### src/rtl/psum_accum.sv
// Output-stationary psum accumulator: folds 9x36 OFIFO rows into a 4x4 output tile, then drains it.
// Optional build macro PSUM_ACCUM_RELU_EN clamps negative output lanes to zero on the way out.
module psum_accum #(
   parameter int COL     = 8,
   parameter int PSUM_BW = 16
) (
   input  logic                   clk,
   input  logic                   reset,
   input  logic                   start,
   input  logic                   in_valid,
   output logic                   in_ready,
   input  logic [COL*PSUM_BW-1:0] in_data,
   output logic                   out_valid,
   input  logic                   out_ready,
   output logic [COL*PSUM_BW-1:0] out_data,
   output logic                   busy,
   output logic                   done
);

   localparam int ROW_W = COL * PSUM_BW;

   typedef enum logic [1:0] {
      S_IDLE  = 2'd0,
      S_ACCUM = 2'd1,
      S_DRAIN = 2'd2,
      S_DONE  = 2'd3
   } state_t;

   state_t     state_q, state_d;
   // nij and kij are kept as (row, col) pairs so the index map needs no divider.
   logic [2:0] a_r_q, a_r_d, a_c_q, a_c_d;
   logic [1:0] k_r_q, k_r_d, k_c_q, k_c_d;
   logic [3:0] o_cnt_q, o_cnt_d;

   logic [ROW_W-1:0] acc_q [16];

   logic             in_hs_s, out_hs_s, hit_s, first_s;
   logic [3:0]       r_s, c_s, idx_s;
   logic [ROW_W-1:0] sum_s;

   function automatic logic [ROW_W-1:0] shape_row(input logic [ROW_W-1:0] x);
      logic [ROW_W-1:0] y;
      y = x;
`ifdef PSUM_ACCUM_RELU_EN
      for (int l = 0; l < COL; l++) begin
         if (x[l*PSUM_BW + PSUM_BW - 1]) begin
            y[l*PSUM_BW +: PSUM_BW] = '0;
         end else begin
            y[l*PSUM_BW +: PSUM_BW] = x[l*PSUM_BW +: PSUM_BW];
         end
      end
`endif
      return y;
   endfunction

   // Next-state logic for the tile FSM and its counters.
   always_comb begin
      state_d  = state_q;
      a_r_d    = a_r_q;
      a_c_d    = a_c_q;
      k_r_d    = k_r_q;
      k_c_d    = k_c_q;
      o_cnt_d  = o_cnt_q;
      in_hs_s  = in_valid && (state_q == S_ACCUM);
      out_hs_s = out_ready && (state_q == S_DRAIN);
      case (state_q)
         S_IDLE: begin
            if (start) begin
               state_d = S_ACCUM;
               a_r_d   = 3'd0;
               a_c_d   = 3'd0;
               k_r_d   = 2'd0;
               k_c_d   = 2'd0;
               o_cnt_d = 4'd0;
            end else begin
               state_d = S_IDLE;
            end
         end
         S_ACCUM: begin
            if (in_hs_s) begin
               if (a_c_q != 3'd5) begin
                  a_c_d = a_c_q + 3'd1;
               end else begin
                  a_c_d = 3'd0;
                  if (a_r_q != 3'd5) begin
                     a_r_d = a_r_q + 3'd1;
                  end else begin
                     a_r_d = 3'd0;
                     if (k_c_q != 2'd2) begin
                        k_c_d = k_c_q + 2'd1;
                     end else begin
                        k_c_d = 2'd0;
                        if (k_r_q != 2'd2) begin
                           k_r_d = k_r_q + 2'd1;
                        end else begin
                           k_r_d   = 2'd0;
                           state_d = S_DRAIN;
                        end
                     end
                  end
               end
            end else begin
               state_d = S_ACCUM;
            end
         end
         S_DRAIN: begin
            if (out_hs_s) begin
               if (o_cnt_q == 4'd15) begin
                  o_cnt_d = 4'd0;
                  state_d = S_DONE;
               end else begin
                  o_cnt_d = o_cnt_q + 4'd1;
               end
            end else begin
               state_d = S_DRAIN;
            end
         end
         S_DONE:  state_d = S_IDLE;
         default: state_d = S_IDLE;
      endcase
   end

   // Output coordinate of the current row; negative or >=4 values fall outside 0..3 in 4-bit form.
   always_comb begin
      r_s     = {1'b0, a_r_q} - {2'b00, k_r_q};
      c_s     = {1'b0, a_c_q} - {2'b00, k_c_q};
      idx_s   = {r_s[1:0], c_s[1:0]};
      hit_s   = in_hs_s && (r_s[3:2] == 2'b00) && (c_s[3:2] == 2'b00);
      first_s = (k_r_q == 2'd0) && (k_c_q == 2'd0);
      sum_s   = '0;
      for (int l = 0; l < COL; l++) begin
         if (first_s) begin
            sum_s[l*PSUM_BW +: PSUM_BW] = in_data[l*PSUM_BW +: PSUM_BW];
         end else begin
            sum_s[l*PSUM_BW +: PSUM_BW] = acc_q[idx_s][l*PSUM_BW +: PSUM_BW]
                                        + in_data[l*PSUM_BW +: PSUM_BW];
         end
      end
   end

   // State and counter registers.
   always_ff @(posedge clk or posedge reset) begin
      if (reset) begin
         state_q <= S_IDLE;
         a_r_q   <= 3'd0;
         a_c_q   <= 3'd0;
         k_r_q   <= 2'd0;
         k_c_q   <= 2'd0;
         o_cnt_q <= 4'd0;
      end else begin
         state_q <= state_d;
         a_r_q   <= a_r_d;
         a_c_q   <= a_c_d;
         k_r_q   <= k_r_d;
         k_c_q   <= k_c_d;
         o_cnt_q <= o_cnt_d;
      end
   end

   // Accumulation buffer; the kij=0 pass overwrites, so it never needs clearing.
   always_ff @(posedge clk) begin
      if (hit_s) begin
         acc_q[idx_s] <= sum_s;
      end
   end

   // Outputs decode registered state only.
   always_comb begin
      in_ready  = (state_q == S_ACCUM);
      out_valid = (state_q == S_DRAIN);
      busy      = (state_q != S_IDLE);
      done      = (state_q == S_DONE);
      if (state_q == S_DRAIN) begin
         out_data = shape_row(acc_q[o_cnt_q]);
      end else begin
         out_data = '0;
      end
   end

endmodule

### config.mk
export PLATFORM = sky130hd
export DESIGN_NAME = psum_accum
export DESIGN_NICKNAME = d
export VERILOG_FILES = /design/src/rtl/psum_accum.sv
export SDC_FILE = /design/constraint.sdc
export NUM_CORES = 2
export LEC_CHECK = 0
export ABC_CLOCK_PERIOD_IN_PS = 11690
export CORE_UTILIZATION = 40
export CTS_CLUSTER_DIAMETER = 150
export DETAILED_ROUTE_END_ITERATION = 7
export GPL_ROUTABILITY_DRIVEN = 1
export PLACE_DENSITY = 0.63
export SETUP_SLACK_MARGIN = 0.02
export SYNTH_ARGS = -nofsm -noshare
export SYNTH_HDL_FRONTEND = slang
export SYNTH_SLANG_ARGS = --single-unit
### constraint.sdc
create_clock -name clk -period 11.69 [get_ports clk]
set_input_delay 2.338 -clock clk [delete_from_list [all_inputs] [get_ports clk]]
set_output_delay 2.338 -clock clk [all_outputs]
set_load 0.1 [all_outputs]
==> metrics.yaml <==
clocking:
  cts_setup_buffers: 0
  clockRootBuffer: "clkbuf_16"
  cts_sinks: 2064
  ctsHoldBuffers: 0
  numCtsBuffers: 214
  cts_tree: "done"
  htree_levels: 4
  clkTransAtPathRegs_ps: 60
  cts_buffer_depth: 3
  clock_latency_ps: 880
  cts_resized: 0
critical_path:
  arrival_ps: 5600
  worstPathRequired_ps: 9350
  worst-setup-path-type: "reg -> out"
  startpoint_type: "flop"
  end_kind: "primary output"
  r2r_cells: 17
  rrSetupSlack_ps: 4120
  worstSetupStartpoint: "o_cnt_q[0]"
  reg2reg_to: "acc_q[11][15]"
  crit_fanout: 45
  cp-endpoint: "out_data[23]"
  reg2reg_from: "a_c_q[0]"
grt:
  grt_use_total: 0.225
  overflow: 0
  grt_max_degree: 121
  grt_pass1_wl_mm: 408
  antenna_found_initial: 30
  grt_pass1_vias: 56400
timing:
  hold_viol_final: 0
  rsz0062_at_grt: "false"
  fin_crit_ps: 7930
  finalSetupViolations: 0
  tns_ps: 0
  worstMarginPinSlew_ps: 1250
  max_freq_mhz: 126
  slew_headroom: 0.168
  fin_skew_ps: 29.4
  slew_viol_final: 0
  finalCritPeriodShare: 0.679
cells_and_area:
  layout.nets: 5450
  area_delta_synth_final_pct: 14.0
  final_layout_size_suffix_gt1_frac: 0.330
  seqCellArea_um2: 61900
  multi_input_area_um2: 36900
  stdcell_count: 8669
  fillers: 20700
  stdcell_area_um2: 114000
synthesis:
  synth-seq-cells: 2064
  postSynthAreaPerCell_um2: 20.6
  synth_warnings: 0
  async_flop_share: 0.00775
  synth.area.top_cells: "edfxtp_1 (61%), mux4_2 (29%), ha_1 (2.0%)"
  netlist_area_um2: 100000
  yosysTopAreaCell: "edfxtp_1"
  synthAdderAreaFrac: 0.0216
  synth_top_family_by_area: "multiplexers"
  synth_compound_area_frac: 0.0223
  synthXorXnorAreaFrac: 0.00979
  synth_simple_gate_area_share: 0.0249
  yosysSeqAreaShare: 0.618
  synthCells: 4866
  synth_top_area_share: 0.614
  synth_nets: 5166
  synth_edf_count: 2048
  muxShareOfSynthArea: 0.288
  synth.distinct_cells: 62
  synthFlopType: "edfxtp_1"
job:
  maxCapViolations: 0
floorplan:
  start_util: 0.403
  die_width_um: 502
  ioPinCount: 265
  die_area_um2: 252000
  core_area_um2: 249000
  die_y_um: 502
  core.rowCount: 183
worst_hold_path:
  min_from: "a_r_q[2]"
  hold_path_class: "reg -> reg"
route:
  vias: 54100
  drt_iter0_drc: 6057
  wl_mm: 282
  ant_nets: 0
  vias_per_cell: 6.24
  remaining_drc_errors: 0
  wl_per_cell_um: 32.6
  first_pass_iters: 5
placed_design:
  post-dp-hpwl_mm: 153
  place.gp.congestion: 0.789
  placed_cells: 8264
  postPlaceCellArea_um2: 107000
  io_buffers: 264
status:
  status: "finished clean"
routing by layer:
layer  vias up  wire (µm)  track usage
met2      2383     140000        0.366
met4         6       7070       0.0669
met1     29500     115000        0.313
met5         -         33            0
met3       424      20200       0.0358
li1      21700          -            -
stage by stage:
step | utilization | hold slack (ps) | setup slack, ps
finish | 0.459 | 560 | 3760
global route | 0.459 | 595 | 3590
CTS | 0.459 | 559 | 3640
detailed placement | 0.431 | 552 | 4170
global placement | 0.431 | 543 | 4270
floorplan | - | 514 | 2770
flip-flops by register name (all words and copies together) (netlist names), named ones only:
signal   cells
acc_q     2048
k_r_q        2
state_q      1
k_c_q        2
a_c_q        3
a_r_q        3
o_cnt_q      4
layout by cell type (no fill, tap or decap), types with 22 or more instances in the layout:
cell type	count
a21o_1	37
a21oi_1	130
and2_1	130
buf_12	33
buf_4	102
bufinv_16	26
clkbuf_1	39
clkbuf_16	216
clkdlybuf4s50_1	264
clkinv_1	50
clkinv_2	38
edfxtp_1	2048
ha_1	155
inv_1	22
mux4_2	1280
nand2_1	175
nor2_1	99
o21ai_0	90
xnor2_1	63
xor2_1	49
cell families (layout without fill, tap and decap cells):
kind of cell | after synthesis | count (layout)
flops | 2064 | 2064
compound gates | 371 | 371
other cells | 0 | 11
mux | 1283 | 1283
fa+ha+maj | 167 | 167
xor+xnor | 112 | 112
simple gates | 514 | 514
buf+inv | 355 | 817
final cells by class:
type / count / area share
inverter: 24 / 0.000833
multi-input combinational: 2447 / 0.323
sequential: 2064 / 0.542
antenna: 11 / 0.000241
tap: 3330 / 0.0365
clock buffer: 255 / 0.0486
timing repair buffer: 399 / 0.0356
clock inverter: 139 / 0.0129
cell usage after synthesis, types with 6 or more instances:
cell,number
xnor2_1,63
xor2_1,49
o21a_1,8
o21bai_1,7
a31oi_1,10
and2_1,130
nand4_1,7
a21o_1,37
nand2b_1,19
o31ai_1,11
dfrtp_1,16
o211ai_1,14
nand2_1,176
a211oi_1,13
fa_1,10
mux4_2,1280
o21ai_1,12
ha_1,157
clkbuf_1,139
o21ai_0,97
inv_1,23
and3_1,6
edfxtp_1,2048
nor4_1,6
buf_2,146
nand3b_1,7
a21oi_1,130
nand3_1,15
nor2_1,111
nor3_1,16
buf_1,43
worst min-delay path by stage:
stage,endpoint,cells past startpoint
2_1_floorplan,a_r_q[2],1
3_3_place_gp,a_r_q[2],1
3_5_place_dp,a_r_q[2],1
4_1_cts,a_r_q[2],1
5_1_grt,a_c_q[2],1
6_report,a_r_q[2],1
critical path: stages, from the launching register on:
cell and delay (ps):
dfrtp_4 900, buf_4 690, buf_4 780, mux4_2 590, mux4_2 490, and2_1 220, clkdlybuf4s50_1 980
Power is left out: the tool's default activity adds up to more than one toggle a clock period on the data nets, which glitch-free logic cannot reach.
